$ cat config.mk
export PLATFORM = sky130hd
export DESIGN_NAME = reset_sequencer
export DESIGN_NICKNAME = d
export VERILOG_FILES = /design/src/rtl/reset_sequencer.sv
export SDC_FILE = /design/constraint.sdc
export NUM_CORES = 1
export LEC_CHECK = 0
export CORE_MARGIN = 8
export CORE_UTILIZATION = 25
export DETAILED_ROUTE_END_ITERATION = 7
export GPL_ROUTABILITY_DRIVEN = 0
export GPL_TIMING_DRIVEN = 1
export PLACE_DENSITY = 0.37
export SYNTH_ARGS = -nofsm -noshare
export SYNTH_HDL_FRONTEND = slang
export SYNTH_SLANG_ARGS = --single-unit
$ cat constraint.sdc
create_clock -name clk -period 3.5 [get_ports clk]
set_input_delay 0.525 -clock clk [delete_from_list [all_inputs] [get_ports clk]]
set_output_delay 0.525 -clock clk [all_outputs]
set_load 0.02 [all_outputs]
$ cat src/rtl/reset_sequencer.sv
// Board reset sequencer: PLL reset pulse, lock wait with timeout/retry, lock
// qualification, then ordered domain release. Optional retry: RESET_SEQUENCER_RETRY_EN.
//
// state       | meaning
// ------------+----------------------------------------------------------
// PLL_RESET   | pll_rst high for PLL_RST_CYCLES, all domains held
// WAIT_LOCK   | wait for synchronized lock, count toward LOCK_TIMEOUT
// STABLE      | lock must stay high STAGE_DELAY consecutive cycles
// RELEASE     | drop one domain reset every STAGE_DELAY cycles, bit 0 first
// RUN         | all domains released, ready high
// FAULT       | retries exhausted, everything held until req_rst
module reset_sequencer #(
  parameter int N_DOMAINS      = 4,
  parameter int PLL_RST_CYCLES = 4,
  parameter int LOCK_TIMEOUT   = 1024,
  parameter int STAGE_DELAY    = 16,
  parameter int MAX_RETRIES    = 3
) (
  input  logic                               clk,
  input  logic                               rst_n,
  input  logic                               req_rst,
  input  logic                               pll_locked,
  output logic                               pll_rst,
  output logic [N_DOMAINS-1:0]               domain_rst,
  output logic                               ready,
  output logic                               fault,
  output logic [$clog2(MAX_RETRIES+1)-1:0]   retry_cnt
);

  localparam int RC_W    = $clog2(MAX_RETRIES + 1);
  localparam int CNT_MAX = (LOCK_TIMEOUT > STAGE_DELAY) ?
                           ((LOCK_TIMEOUT > PLL_RST_CYCLES) ? LOCK_TIMEOUT : PLL_RST_CYCLES) :
                           ((STAGE_DELAY > PLL_RST_CYCLES) ? STAGE_DELAY : PLL_RST_CYCLES);
  localparam int CNT_W   = (CNT_MAX > 1) ? $clog2(CNT_MAX) : 1;
  localparam int IDX_W   = (N_DOMAINS > 1) ? $clog2(N_DOMAINS) : 1;

  localparam logic [CNT_W-1:0] PLL_LAST = CNT_W'(PLL_RST_CYCLES - 1);
  localparam logic [CNT_W-1:0] TO_LAST  = CNT_W'(LOCK_TIMEOUT - 1);
  localparam logic [CNT_W-1:0] SD_LAST  = CNT_W'(STAGE_DELAY - 1);
  localparam logic [IDX_W-1:0] IDX_LAST = IDX_W'(N_DOMAINS - 1);

  typedef enum logic [2:0] {
    S_PLL_RESET,
    S_WAIT_LOCK,
    S_STABLE,
    S_RELEASE,
    S_RUN,
    S_FAULT
  } state_t;

  state_t           state;
  logic [CNT_W-1:0] cnt;
  logic [IDX_W-1:0] idx;
  logic [1:0]       sync;
  logic             lock_s;

  always_ff @(posedge clk or negedge rst_n) begin
    if (!rst_n) sync <= 2'b00;
    else        sync <= {sync[0], pll_locked};
  end

  assign lock_s = sync[1];

`ifdef RESET_SEQUENCER_RETRY_EN
  logic [RC_W-1:0] retry_q;
  logic [RC_W-1:0] retry_next;

  // Saturate so a large MAX_RETRIES never wraps the reported count.
  assign retry_next = (retry_q == {RC_W{1'b1}}) ? retry_q : retry_q + 1'b1;
  assign retry_cnt  = retry_q;
`else
  assign retry_cnt  = '0;
`endif

  always_ff @(posedge clk or negedge rst_n) begin
    if (!rst_n) begin
      state      <= S_PLL_RESET;
      cnt        <= '0;
      idx        <= '0;
      pll_rst    <= 1'b1;
      domain_rst <= '1;
      ready      <= 1'b0;
      fault      <= 1'b0;
`ifdef RESET_SEQUENCER_RETRY_EN
      retry_q    <= '0;
`endif
    end else if (req_rst) begin
      state      <= S_PLL_RESET;
      cnt        <= '0;
      idx        <= '0;
      pll_rst    <= 1'b1;
      domain_rst <= '1;
      ready      <= 1'b0;
      fault      <= 1'b0;
`ifdef RESET_SEQUENCER_RETRY_EN
      retry_q    <= '0;
`endif
    end else begin
      case (state)
        S_PLL_RESET: begin
          if (cnt == PLL_LAST) begin
            state   <= S_WAIT_LOCK;
            cnt     <= '0;
            pll_rst <= 1'b0;
          end else begin
            cnt <= cnt + 1'b1;
          end
        end

        S_WAIT_LOCK: begin
          if (lock_s) begin
            state <= S_STABLE;
            cnt   <= '0;
          end else if (cnt == TO_LAST) begin
            cnt     <= '0;
            pll_rst <= 1'b1;
`ifdef RESET_SEQUENCER_RETRY_EN
            retry_q <= retry_next;
            if (retry_next == RC_W'(MAX_RETRIES)) begin
              state <= S_FAULT;
              fault <= 1'b1;
            end else begin
              state <= S_PLL_RESET;
            end
`else
            state <= S_FAULT;
            fault <= 1'b1;
`endif
          end else begin
            cnt <= cnt + 1'b1;
          end
        end

        S_STABLE: begin
          // A dropout restarts the lock wait but is not a timeout.
          if (!lock_s) begin
            state <= S_WAIT_LOCK;
            cnt   <= '0;
          end else if (cnt == SD_LAST) begin
            state <= S_RELEASE;
            cnt   <= '0;
            idx   <= '0;
          end else begin
            cnt <= cnt + 1'b1;
          end
        end

        S_RELEASE: begin
          if (!lock_s) begin
            state      <= S_PLL_RESET;
            cnt        <= '0;
            idx        <= '0;
            pll_rst    <= 1'b1;
            domain_rst <= '1;
          end else if (cnt == SD_LAST) begin
            cnt             <= '0;
            domain_rst[idx] <= 1'b0;
            if (idx == IDX_LAST) begin
              state <= S_RUN;
              ready <= 1'b1;
            end else begin
              idx <= idx + 1'b1;
            end
          end else begin
            cnt <= cnt + 1'b1;
          end
        end

        S_RUN: begin
          if (!lock_s) begin
            state      <= S_PLL_RESET;
            cnt        <= '0;
            idx        <= '0;
            pll_rst    <= 1'b1;
            domain_rst <= '1;
            ready      <= 1'b0;
          end
        end

        S_FAULT: begin
          pll_rst    <= 1'b1;
          domain_rst <= '1;
          fault      <= 1'b1;
        end

        default: begin
          state      <= S_PLL_RESET;
          cnt        <= '0;
          idx        <= '0;
          pll_rst    <= 1'b1;
          domain_rst <= '1;
          ready      <= 1'b0;
        end
      endcase
    end
  end

endmodule

Yosys cells after proc, flatten, opt, wreduce, memory -nomap -nowiden
Index checks and enable logic that the tools add are counted.
{ "word_totals": {"latchBits": 0, "ram_bits": 0, "word_cells": 106, "mem_count": 0, "input_bits": 4, "rom_bits": 0, "register_bits": 24, "out_inout_bits": 9} }
{ "op_classes": {"n_addsub": 2, "bitwise": 2, "div_mod_pow": 0, "reduce_logical": 15, "order_cmp": 2, "n_eq_ne": 29, "mux": 48, "shift": 0, "multipliers": 0} }
{ "ops": {"columns": ["op", "n"], "rows": [
  ["10-bit two-way mux", 7],
  ["10-bit case mux with 5 select lines", 1],
  ["3-bit two-way mux", 10],
  ["3-bit != test (second input constant)", 10],
  ["4-bit != test (second input constant)", 5],
  ["3-bit case mux with 6 select lines", 1],
  ["4-bit two-way mux", 4],
  ["2-bit two-way mux", 7],
  ["1-bit two-way mux", 12],
  ["4-bit case mux with 3 select lines", 1],
  ["10-bit by 1-bit adder with 10-bit output (second input constant)", 1],
  ["10-bit equality test (second input constant)", 1],
  ["10-bit by 2-bit equality test with 1-bit output (second input constant)", 1],
  ["10-bit by 4-bit equality test with 1-bit output (second input constant)", 1],
  ["5-bit AND reduction", 2],
  ["2-bit case mux with 4 select lines", 1],
  ["7-bit AND reduction", 1],
  ["3-bit by 2-bit equality test with 1-bit output (second input constant)", 2],
  ["3-bit equality test (second input constant)", 2],
  ["2-bit by 1-bit != test with 1-bit output (second input constant)", 3],
  ["3-bit AND reduction", 2],
  ["6-bit AND reduction", 1],
  ["3-bit OR reduction", 2],
  ["4-bit bitwise AND", 1],
  ["other kinds (17)", 19]
]} }

Longest topological paths before layout
{ "depth": {"depth_word": 10, "mapped_depth": 6, "mapped_depth_nobuf": 6} }

Worst setup path before layout
OpenSTA, ideal clock, no wires.
{ "synth_path": {"path_type": "register to register", "start": "reg cnt[0]", "end": "reg cnt[6]", "stages_incl_launch_ff": 7, "setup_ns": 0.119, "period_less_slack_ns": 2.090, "setup_slack_ns": 1.410, "path_buffers": 0, "required_time_ns": 3.381, "arrival_time_ns": 1.972, "path_cell_list": "dfrtp_1 -> ha_1 -> or3b_2 -> o31a_1 -> o31ai_4 -> o21ai_1 -> a21bo_1"} }
{ "synth_between": {"elab_chain_len": 5, "word_cells_on_any_way": 11, "classes_between": "add/sub: 1; eq/ne: 3; mux: 7"} }
{ "synth_lines": {"columns": ["item", "line", "rtl"], "rows": [
  ["start: declaration", "52", "logic [CNT_W-1:0] cnt;"],
  ["start signal: assignment", "106", "cnt <= cnt + 1'b1;"],
  ["start signal: assignment", "130", "cnt <= cnt + 1'b1;"],
  ["start signal: assignment", "144", "cnt <= cnt + 1'b1;"],
  ["10-bit by 1-bit adder with 10-bit output, or another cell as far along", null, null],
  ["10-bit two-way mux, on equally long branches", "139, 155, 114", null],
  ["10-bit two-way mux, on equally long branches", "136, 111", null],
  ["10-bit case mux with 5 select lines *", "99", "case (state)"],
  ["10-bit two-way mux *", "87", "end else if (req_rst) begin"]
]} }
Mark *: on every way between the ends. The rest lies on a longest branch, timed or not.
A chain may end at the register's enable or synchronous reset.

Final worst setup path
{ "layout_path": {"start": "reg cnt[0]", "end": "reg cnt[3]"} }
Same word-level chain as after synthesis.

==> metrics.md <==
| Metric | Value |
|---|---|
| Vias | `1271` |
| Maximum fanout along the worst path | `10` |
| P_leak | `about 0.73 nW` |
| Crit path cell chain | `ha_1, or3b_2, o31a_1, o31ai_4, o21ai_1, a21o_1` |
| Clock Power Share | `between 20% and 30%` |
| WS Path Type | `reg2reg` |
| Clock sinks | `24` |
| Period minus WS final | `~2300 ps` |
| I/O pins | `13` |
| Yosys reg bits | `24` |
| Fraction of layout cells with a size suffix above 1 | `9.195%` |
| Chip Height | `roughly 94 µm` |
| Warnings, synthesis | `0` |
| Worst path required time | `around 3700 ps` |
| Unrepaired setup endpoints after global routing | `false` |
| Initial core utilization | `between 20% and 30%` |
| N_diodes | `0` |
| Number of library cell types mapped by synthesis | `49` |
| Net Sw Power | `between 0.3 and 0.4 mW` |
| Synthesis-to-finish area growth | `15.22%` |
| Cells after Synth | `165` |
| Syn avg cell area | `9.168 µm²` |
| Mapped Area | `roughly 1500 µm²` |
| Setup Skew | `about 6.1 ps` |
| Critical Path End Type | `flip-flop` |
| I/O Buffers | `10` |
| Post-place setup slack | `1013 ps` |
| Cts-stage hold buffer count | `0` |
| WP data arrival | `around 2500 ps` |
| Worst IR Drop VDD | `around 0.00024 V` |
| Final hold viol count | `0` |
| Worst skew pair latency | `270 ps` |
| Outcome | `finished clean` |
| Max_slew headroom | `approximately a third` |
| Worst min path class | `reg2reg` |
| DP HPWL | `2781 µm` |
| Initial antenna violation count | `0` |
| CTS clk-pin slew, worst paths | `around 80 ps` |
| CP top delay family | `compound AO/OA/AOI/OAI gates` |
| Final nets | `~180` |
| Core area | `~5900 µm²` |
| Setup repair bufs after CTS | `0` |
| Die area | `approximately 8800 µm²` |
| Post-route design area | `between 1500 and 2000 µm²` |
| Maximum number of pins on one net before global-route repair | `25` |
| CTS root buf | `clkbuf_8` |
| Number of max-cap violations | `0` |
| Total power | `0.9245 mW` |
| EDFF count, synth | `0` |
| Fillers | `between 600 and 700` |
| F_max | `426.0 MHz` |
| CTS buffer count | `3` |
| Avg Vias per Cell | `slightly above 5` |
| Placed instance area | `between 1500 and 2000 µm²` |
| Pwr per Cell Area | `530.5 nW/µm²` |
| Top FF cell, synth | `dfrtp_1` |
| CTS tree | `done` |
| Reg power frac | `42.3%` |
| Sw Share | `about two fifths` |
| 1st-pass router iterations | `4` |
| Final Setup Violations | `0` |
| Vias in the first global route | `1205` |
| Slowest cell on the critical path | `or3b_2` |
| Core Util, Final | `between 20% and 30%` |
| Final setup margin | `1153 ps` |
| Tot GR Track Use | `9.052%` |
| Grt total ovfl | `0` |
| Crit path buf inv count | `0` |
| Worst-Margin Slew | `a little over 1000 ps` |
| Global-route wire length before repair | `around 6400 µm` |
| CTS resizes | `0` |
| Max Slew Vio Count | `0` |
| Final wirelength | `3826 µm` |
| Std-Cell Rows | `28` |
| Multi-input logic area | `853.3 µm²` |
| Sequential-to-total area share from yosys stat | `between 40% and 50%` |
| Int Pwr | `around 0.56 mW` |
| Final worst-path cycle share | `about two thirds` |
| Clock Path Buffers | `2` |
| FF+latch area | `between 600 and 700 µm²` |
| Worst setup SP type | `flip-flop` |
| WL/cell | `between 15 and 20 µm` |
| Die Wd | `between 90 and 100 µm` |
| CP peak stage delay | `about 500 ps` |
| Comb power frac | `approximately 37%` |
| Routed Antenna Nets | `0` |
| Residual DRC count | `0` |
| DRT iter0 DRCs | `67` |
| Htree depth | `1` |
| Async S/R FF share, synth | `100.0%` |
| TNS Setup | `0 ps` |
registers in the layout, summed over array words and instances, names as in the netlist:
signal	count
cnt	10
domain_rst	4
fault	1
idx	2
pll_rst	1
ready	1
state	3
sync	2
cells by family (layout without fill, tap and decap cells):
kind of cell,after synthesis,count (layout),share of synthesized area (%)
flip-flops,24,24,40.12
other,1,2,0.2479
adder cells (fa/ha/maj),5,5,4.136
multiplexers,4,4,2.812
AO/OA/AOI/OAI,45,45,21.09
buffers and inverters,13,21,3.722
XOR/XNOR,4,4,2.316
AND/OR/NAND/NOR,69,69,25.56
power groups by stage:
| stage | clock network (mW) | logic [mW] | registers (mW) |
|---|---|---|---|
| floorplan | 0 | 0.296 | 0.348 |
| global placement | 0 | 0.345 | 0.393 |
| detailed placement | 0 | 0.345 | 0.395 |
| CTS | 0.203 | 0.347 | 0.390 |
| global route | 0.213 | 0.383 | 0.401 |
| finish | 0.191 | 0.343 | 0.391 |
worst paths after layout:
check | from | endpoint | slack (ps) | cells past startpoint
max in group asynchronous | rst_n | domain_rst[0] | 1960 | 2
max | cnt[0] | cnt[3] | 1150 | 6
min in group asynchronous | rst_n | fault | 810 | 1
min | sync[0] | sync[1] | 360 | 0
max reg2reg | cnt[0] | cnt[3] | 1150 | 6
min reg2reg | sync[0] | sync[1] | 360 | 0
synthesized netlist by cell type, types with 3 or more instances:
library cell,count,area [µm²]
nor2_1,7,26.28
dfrtp_1,19,475.5
clkbuf_1,5,18.77
inv_1,5,18.77
nand2_1,10,37.54
a21o_1,7,52.55
nor3_1,7,35.03
and3_1,5,31.28
a21oi_1,6,30.03
ha_1,5,62.56
nor2b_1,5,31.28
o21ai_1,7,35.03
o31a_1,3,26.28
nor4_1,4,25.02
nand4_1,4,25.02
o21ai_0,5,25.02
nand3_1,9,45.04
nor3b_1,4,30.03
dfstp_2,5,131.4
area by class of cell:
class                   instances  area share [%]
repair buffers                 12           6.604
well taps                      75           5.384
inverters                       5           1.077
flip-flops and latches         24           34.82
clock buffers                   4           3.159
multi-input cells             129           48.96
placed cells by master (no fill, tap or decap), types with 5 or more instances in the layout:
cell,instances
dfrtp_1,19
nand2_1,10
clkdlybuf4s50_1,10
nand3_1,9
nor2_1,7
nor3_1,7
o21ai_1,7
a21o_1,7
a21oi_1,6
inv_1,5
and3_1,5
o21ai_0,5
nor2b_1,5
ha_1,5
dfstp_2,5
per-layer routing:
layer  global-route usage (%)  vias to the layer above  wire, µm
li1                         -                      632         -
met1                    12.26                      612      1828
met2                    14.06                       25      1773
met3                    1.679                        2       194
met4                    2.906                        0        30
met5                        0                        -         0
through the flow:
step,instances,hold slack (ps)
finish,249,361.0
global route,249,367.9
global placement,245,340.1
detailed placement,245,341.8
CTS,249,362.8
floorplan,166,229.4
Note: power is estimated with default switching activity, not from simulation.
